==> config.mk <==
export PLATFORM = sky130hd
export DESIGN_NAME = cpx_energy_det
export DESIGN_NICKNAME = d
export VERILOG_FILES = /design/src/rtl/cpx_det_pkg.sv /design/src/rtl/cpx_mag2.sv /design/src/rtl/cpx_energy_det.sv
export SDC_FILE = /design/constraint.sdc
export NUM_CORES = 2
export LEC_CHECK = 0
export CORE_UTILIZATION = 60
export CTS_CLUSTER_SIZE = 30
export DETAILED_ROUTE_END_ITERATION = 8
export PLACE_DENSITY_LB_ADDON = 0.12
export SLEW_MARGIN = 20
export SYNTH_ARGS = -nofsm -noshare
export SYNTH_HDL_FRONTEND = slang
export SYNTH_HIERARCHICAL = 1
export SYNTH_SLANG_ARGS = --single-unit
==> constraint.sdc <==
create_clock -name clk -period 10.59 [get_ports clk]
set_clock_uncertainty 0.15 [all_clocks]
set_input_delay 1.5885 -clock clk [delete_from_list [all_inputs] [get_ports clk]]
set_output_delay 1.5885 -clock clk [all_outputs]
set_load 0.02 [all_outputs]
==> src/rtl/cpx_det_pkg.sv <==
// Shared widths, sum-width helper and detector state encoding for the
// complex energy detector.
package cpx_det_pkg;

  localparam int SAMP_W = 13;
  localparam int MAG_W  = 26;

  function automatic int sum_w(input int log2_win);
    return MAG_W + log2_win;
  endfunction

  typedef enum logic [1:0] {
    ST_FILL    = 2'd0,
    ST_SEARCH  = 2'd1,
    ST_ABOVE   = 2'd2,
    ST_HOLDOFF = 2'd3
  } det_state_t;

endpackage

==> src/rtl/cpx_mag2.sv <==
// Stage 1: registered squared magnitude of a complex sample, tagged with
// its sample index and a one-cycle valid.
module cpx_mag2
  import cpx_det_pkg::*;
#(
  parameter int CNT_W = 16
) (
  input  logic                     clk,
  input  logic                     reset,
  input  logic                     data_rdy,
  input  logic signed [SAMP_W-1:0] re,
  input  logic signed [SAMP_W-1:0] im,
  output logic [MAG_W-1:0]         mag2,
  output logic                     mag2_valid,
  output logic [CNT_W-1:0]         mag2_idx
);

  logic [CNT_W-1:0]        idx;
  logic signed [MAG_W-1:0] re_x, im_x, re_sq, im_sq;

  // Sign-extend first so the squares are formed at full product width.
  assign re_x  = MAG_W'(re);
  assign im_x  = MAG_W'(im);
  assign re_sq = re_x * re_x;
  assign im_sq = im_x * im_x;

  always_ff @(posedge clk) begin
    if (reset) begin
      mag2       <= '0;
      mag2_valid <= 1'b0;
      mag2_idx   <= '0;
      idx        <= '0;
    end else begin
      mag2_valid <= data_rdy;
      if (data_rdy) begin
        mag2     <= $unsigned(re_sq) + $unsigned(im_sq);
        mag2_idx <= idx;
        idx      <= idx + CNT_W'(1);
      end
    end
  end

endmodule

==> src/rtl/cpx_energy_det.sv <==
// Sliding-window energy detector with hysteresis and holdoff; flags ping
// arrival and timestamps it with the triggering sample index.
module cpx_energy_det
  import cpx_det_pkg::*;
#(
  parameter int LOG2_WIN = 4,
  parameter int HOLDOFF  = 8,
  parameter int CNT_W    = 16,
  localparam int SUM_W   = sum_w(LOG2_WIN)
) (
  input  logic                     clk,
  input  logic                     reset,
  input  logic                     data_rdy,
  input  logic signed [SAMP_W-1:0] re,
  input  logic signed [SAMP_W-1:0] im,
  input  logic [SUM_W-1:0]         thr_hi,
  input  logic [SUM_W-1:0]         thr_lo,
  output logic [SUM_W-1:0]         pwr,
  output logic                     pwr_valid,
  output logic                     det,
  output logic [CNT_W-1:0]         det_time,
  output logic                     active
);

  localparam int WIN  = 1 << LOG2_WIN;
  localparam int HC_W = (HOLDOFF > 0) ? $clog2(HOLDOFF + 1) : 1;

  logic [MAG_W-1:0]    mag2;
  logic                m_valid;
  logic [CNT_W-1:0]    m_idx;
  logic [MAG_W-1:0]    win_mem [WIN];
  logic [LOG2_WIN-1:0] wptr;
  logic [SUM_W-1:0]    sum, sum_next;
  logic [LOG2_WIN:0]   fill_cnt;
  logic                full_now;
  logic [HC_W-1:0]     hcnt;
  det_state_t          state;

  cpx_mag2 #(.CNT_W(CNT_W)) u_mag2 (
    .clk        (clk),
    .reset      (reset),
    .data_rdy   (data_rdy),
    .re         (re),
    .im         (im),
    .mag2       (mag2),
    .mag2_valid (m_valid),
    .mag2_idx   (m_idx)
  );

  assign sum_next = sum + SUM_W'(mag2) - SUM_W'(win_mem[wptr]);
  // True for the update that completes the window and every one after.
  assign full_now = (fill_cnt >= (LOG2_WIN + 1)'(WIN - 1));
  assign active   = (state == ST_ABOVE) || (state == ST_HOLDOFF);

  always_ff @(posedge clk) begin
    if (reset) begin
      pwr       <= '0;
      pwr_valid <= 1'b0;
      det       <= 1'b0;
      det_time  <= '0;
      sum       <= '0;
      wptr      <= '0;
      fill_cnt  <= '0;
      hcnt      <= '0;
      state     <= ST_FILL;
      for (int unsigned i = 0; i < WIN; i++) win_mem[i] <= '0;
    end else begin
      pwr_valid <= 1'b0;
      det       <= 1'b0;
      if (m_valid) begin
        sum           <= sum_next;
        pwr           <= sum_next;
        win_mem[wptr] <= mag2;
        wptr          <= wptr + LOG2_WIN'(1);
        pwr_valid     <= full_now;
        if (!fill_cnt[LOG2_WIN]) fill_cnt <= fill_cnt + (LOG2_WIN + 1)'(1);
        // The sample that fills the window is judged as if already searching.
        case (state)
          ST_FILL, ST_SEARCH: begin
            if (state == ST_SEARCH || full_now) begin
              if (sum_next >= thr_hi) begin
                state    <= ST_ABOVE;
                det      <= 1'b1;
                det_time <= m_idx;
              end else begin
                state <= ST_SEARCH;
              end
            end
          end
          ST_ABOVE: begin
            if (sum_next <= thr_lo) begin
              state <= ST_HOLDOFF;
              hcnt  <= HC_W'(HOLDOFF);
            end
          end
          ST_HOLDOFF: begin
            if (hcnt <= HC_W'(1)) state <= ST_SEARCH;
            else                  hcnt  <= hcnt - HC_W'(1);
          end
          default: state <= ST_FILL;
        endcase
      end
    end
  end

endmodule
==> metrics.md <==
| Metric | Value |
|---|---|
| Hold Fails Final Rpt | 0 |
| DRT antenna net count | 0 |
| CTS tree | yes |
| Period utilization | 79.9% |
| Routed wire length | 105000 µm |
| Post-synthesis sequential area ratio | 38.2% |
| Vias | 27300 |
| Fin util | 67.0% |
| Clk pin slew, worst setup/hold paths | 0.06 ns |
| Pins Over Slew Limit | 0 |
| GRT Residual Overflow | 0 |
| Synth Instances | 3503 |
| Top post-synthesis cells by area | edfxtp_1, fa_1, mux4_2 |
| Multi-input gate area | 21300 µm² |
| Worst Setup End Kind | flip-flop |
| Post-synth EDFFs | 416 |
| Cts hold-fix bufs | 0 |
| Port bufs | 137 |
| Post-synth cell types | 80 |
| Placed instance area | 41400 µm² |
| GRT Total Usage | 32.3% |
| Layout cell share with drive strength beyond 1 | 8.51% |
| Crit start category | primary input |
| # Post-CTS Setup Buffers | 0 |
| Final setup violation count | 0 |
| Area Growth Syn to Fin | 10.0% |
| Fmax | 118 MHz |
| Fillers | 4914 |
| Die footprint | 66600 µm² |
| Die Y | 258 µm |
| Vias in the first global route | 28800 |
| Starting Density | 60.9% |
| Nets | 4165 |
| Syn_nets | 4165 |
| Antenna cells | 0 |
| Synth warnings | 6 |
| Avg Cell Area, Syn | 11.2 µm² |
| Non-filler cells, final | 4404 |
| Tmin final | 8.46 ns |
| CP required | 10.96 ns |
| First-pass detailed-route iteration total | 5 |
| Iter 0 DRT Violations | 3157 |
| Routed vias/inst | 6.19 |
| Post-synth top area share | 31.8% |
| Max Buffers Root-to-Sink | 3 |
| Reg area | 15000 µm² |
| CTS root buf | clkbuf_16 |
| CP Class | primary input to flip-flop |
| Setup TNS | 0 ns |
| FF+latch count, synth | 542 |
| Top_reg_cell synth | edfxtp_1 |
| Post-cts sizing count | 0 |
| Drt wl/cell | 23.7 µm |
| Post-route DRC violation count | 0 |
| Later-pin clock latency in the skew report | 0.64 ns |
| Max FO, Critical Path | 14 |
| Status | completed |
| Dpl cells | 4301 |
| Cell area after synthesis | 39300 µm² |
| RePlAce Congestion | 0.895 |
| Final HPWL DP | 71700 µm |
| H-tree levels | 2 |
| CP Data Arrival Time | 8.83 ns |
| Reg2Reg Setup Slack | 2.38 ns |
| Core Area | 64600 µm² |
| Worst hold-check path type | flip-flop to flip-flop |
| FP Rows | 93 |
| RSZ-0062 raised after global routing | no |
| I/O pin cnt | 138 |
| TritonCTS Buffers | 55 |
| Relative slew slack | 23.4% |
| Max Cap Viol | 0 |
| Actual slew at the worst max-slew pin | 1.15 ns |
| Async SR Flop Fraction | 0% |
| Largest net degree at the start of global routing | 94 |
| Die X | 258 µm |
| Global-route wire length before repair | 164000 µm |
| Clock Sinks | 542 |
| Initial antenna violation count | 3 |
| Design Area, Final | 43300 µm² |
| Synth area leader | edfxtp_1 |
## registers in the layout, indices dropped and copies added (netlist names), 4 cells and up, named ones only
name,flops
win_mem,416
sum,30
u_mag2/mag2,26
det_time,16
u_mag2/idx,16
u_mag2/mag2_idx,16
fill_cnt,5
hcnt,4
wptr,4
## kinds of logic after synthesis
kind of cell / Yosys count / share of synthesized area, %
buffers and inverters: 853 / 8.23
adder cells (fa/ha/maj): 573 / 25.2
XOR/XNOR: 90 / 2.02
AND/OR/NAND/NOR: 977 / 12.6
flip-flops: 542 / 38.2
AO/OA/AOI/OAI: 271 / 4.58
multiplexers: 197 / 9.16
## placed cells by master, fill, tap and decap left out, drive strengths merged, types with 6 or more instances in the layout
master         count
o311ai             8
and2             114
mux4             130
nor3             311
clkinv            54
o21bai             7
nor4             100
inv              595
or3               10
edfxtp           416
o21a               8
a211oi             7
nand2            174
and3              13
or2                8
buf               42
a21o              38
xor2              29
a21boi             7
nor2             139
a21oi             71
a31o               9
mux2i             63
clkdlybuf4s50    135
fa               364
nand4             25
o21ai             58
nor2b             17
or4                6
xnor2             61
a31oi             12
nand3             27
dfxtp            126
bufinv             9
ha               209
nand2b            14
clkbuf            64
## path summary, 6_finish.rpt
path | cells after the start | startpoint | endpoint
setup / recovery | 20 | im[3] | u_mag2/mag2[23]$_SDFFE_PP0P_
hold / removal | 2 | u_mag2/mag2[24]$_SDFFE_PP0P_ | u_mag2/mag2[24]$_SDFFE_PP0P_
setup reg to reg | 20 | flip-flop | det_time[10]$_SDFFE_PP0P_
hold reg to reg | 2 | u_mag2/mag2[24]$_SDFFE_PP0P_ | u_mag2/mag2[24]$_SDFFE_PP0P_
## synth_stat cells (6+ instances only)
cell	count
a211oi_1	6
a21o_1	38
a21oi_1	71
a31oi_1	12
and2_1	114
and3_1	13
buf_1	19
buf_2	10
clkbuf_1	203
clkinv_1	27
dfxtp_1	126
edfxtp_1	416
fa_1	364
ha_1	209
inv_1	591
mux2i_1	63
mux4_2	130
nand2_1	174
nand2b_1	14
nand3_1	27
nand4_1	25
nor2_1	139
nor2b_1	17
nor3_1	310
nor4_1	100
o21a_1	8
o21ai_0	34
o21ai_1	23
o21bai_1	7
o311ai_1	8
or3_1	10
xnor2_1	60
xor2_1	29
## layout make-up
type | instances | share of cell area, %
clock buffer | 64 | 3.28
clock inverter | 39 | 1.10
inverter | 619 | 5.37
multi-input combinational | 2108 | 49.2
sequential | 542 | 34.7
tap | 855 | 2.47
timing repair buffer | 177 | 3.88
## stage by stage
stage | hold WS (ns) | setup slack (ns)
finish | 0.302 | 2.13
global route | 0.317 | 1.80
CTS | 0.305 | 2.20
detailed placement | 0.297 | 1.59
global placement | 0.293 | 1.75
floorplan | 0.282 | 2.76
## critical path, cell delays in order
cell and delay (ns):
clkdlybuf4s50_1 0.84, and2_1 0.41, fa_1 0.53, inv_1 0.36, fa_1 0.50, inv_1 0.09
fa_1 0.44, fa_1 0.57, fa_1 0.44, fa_1 0.49, inv_1 0.05, fa_1 0.51
inv_1 0.05, ha_1 0.34, a21oi_1 0.29, or3b_1 0.43, a221oi_2 0.27, a21boi_1 0.11
or3_1 0.31, a32o_1 0.25
## metal layers
metal / share of wire, % / track usage (%) / up-vias
met3: 9.7 / 5.97 / 220
li1: - / - / 12000
met4: 3.0 / 9.93 / 6
met5: 0.050 / 0 / -
met2: 49 / 54.4 / 1398
met1: 38 / 42.6 / 13700
Power is left out: the tool's default activity adds up to more than one toggle a clock period on the data nets, which glitch-free logic cannot reach.
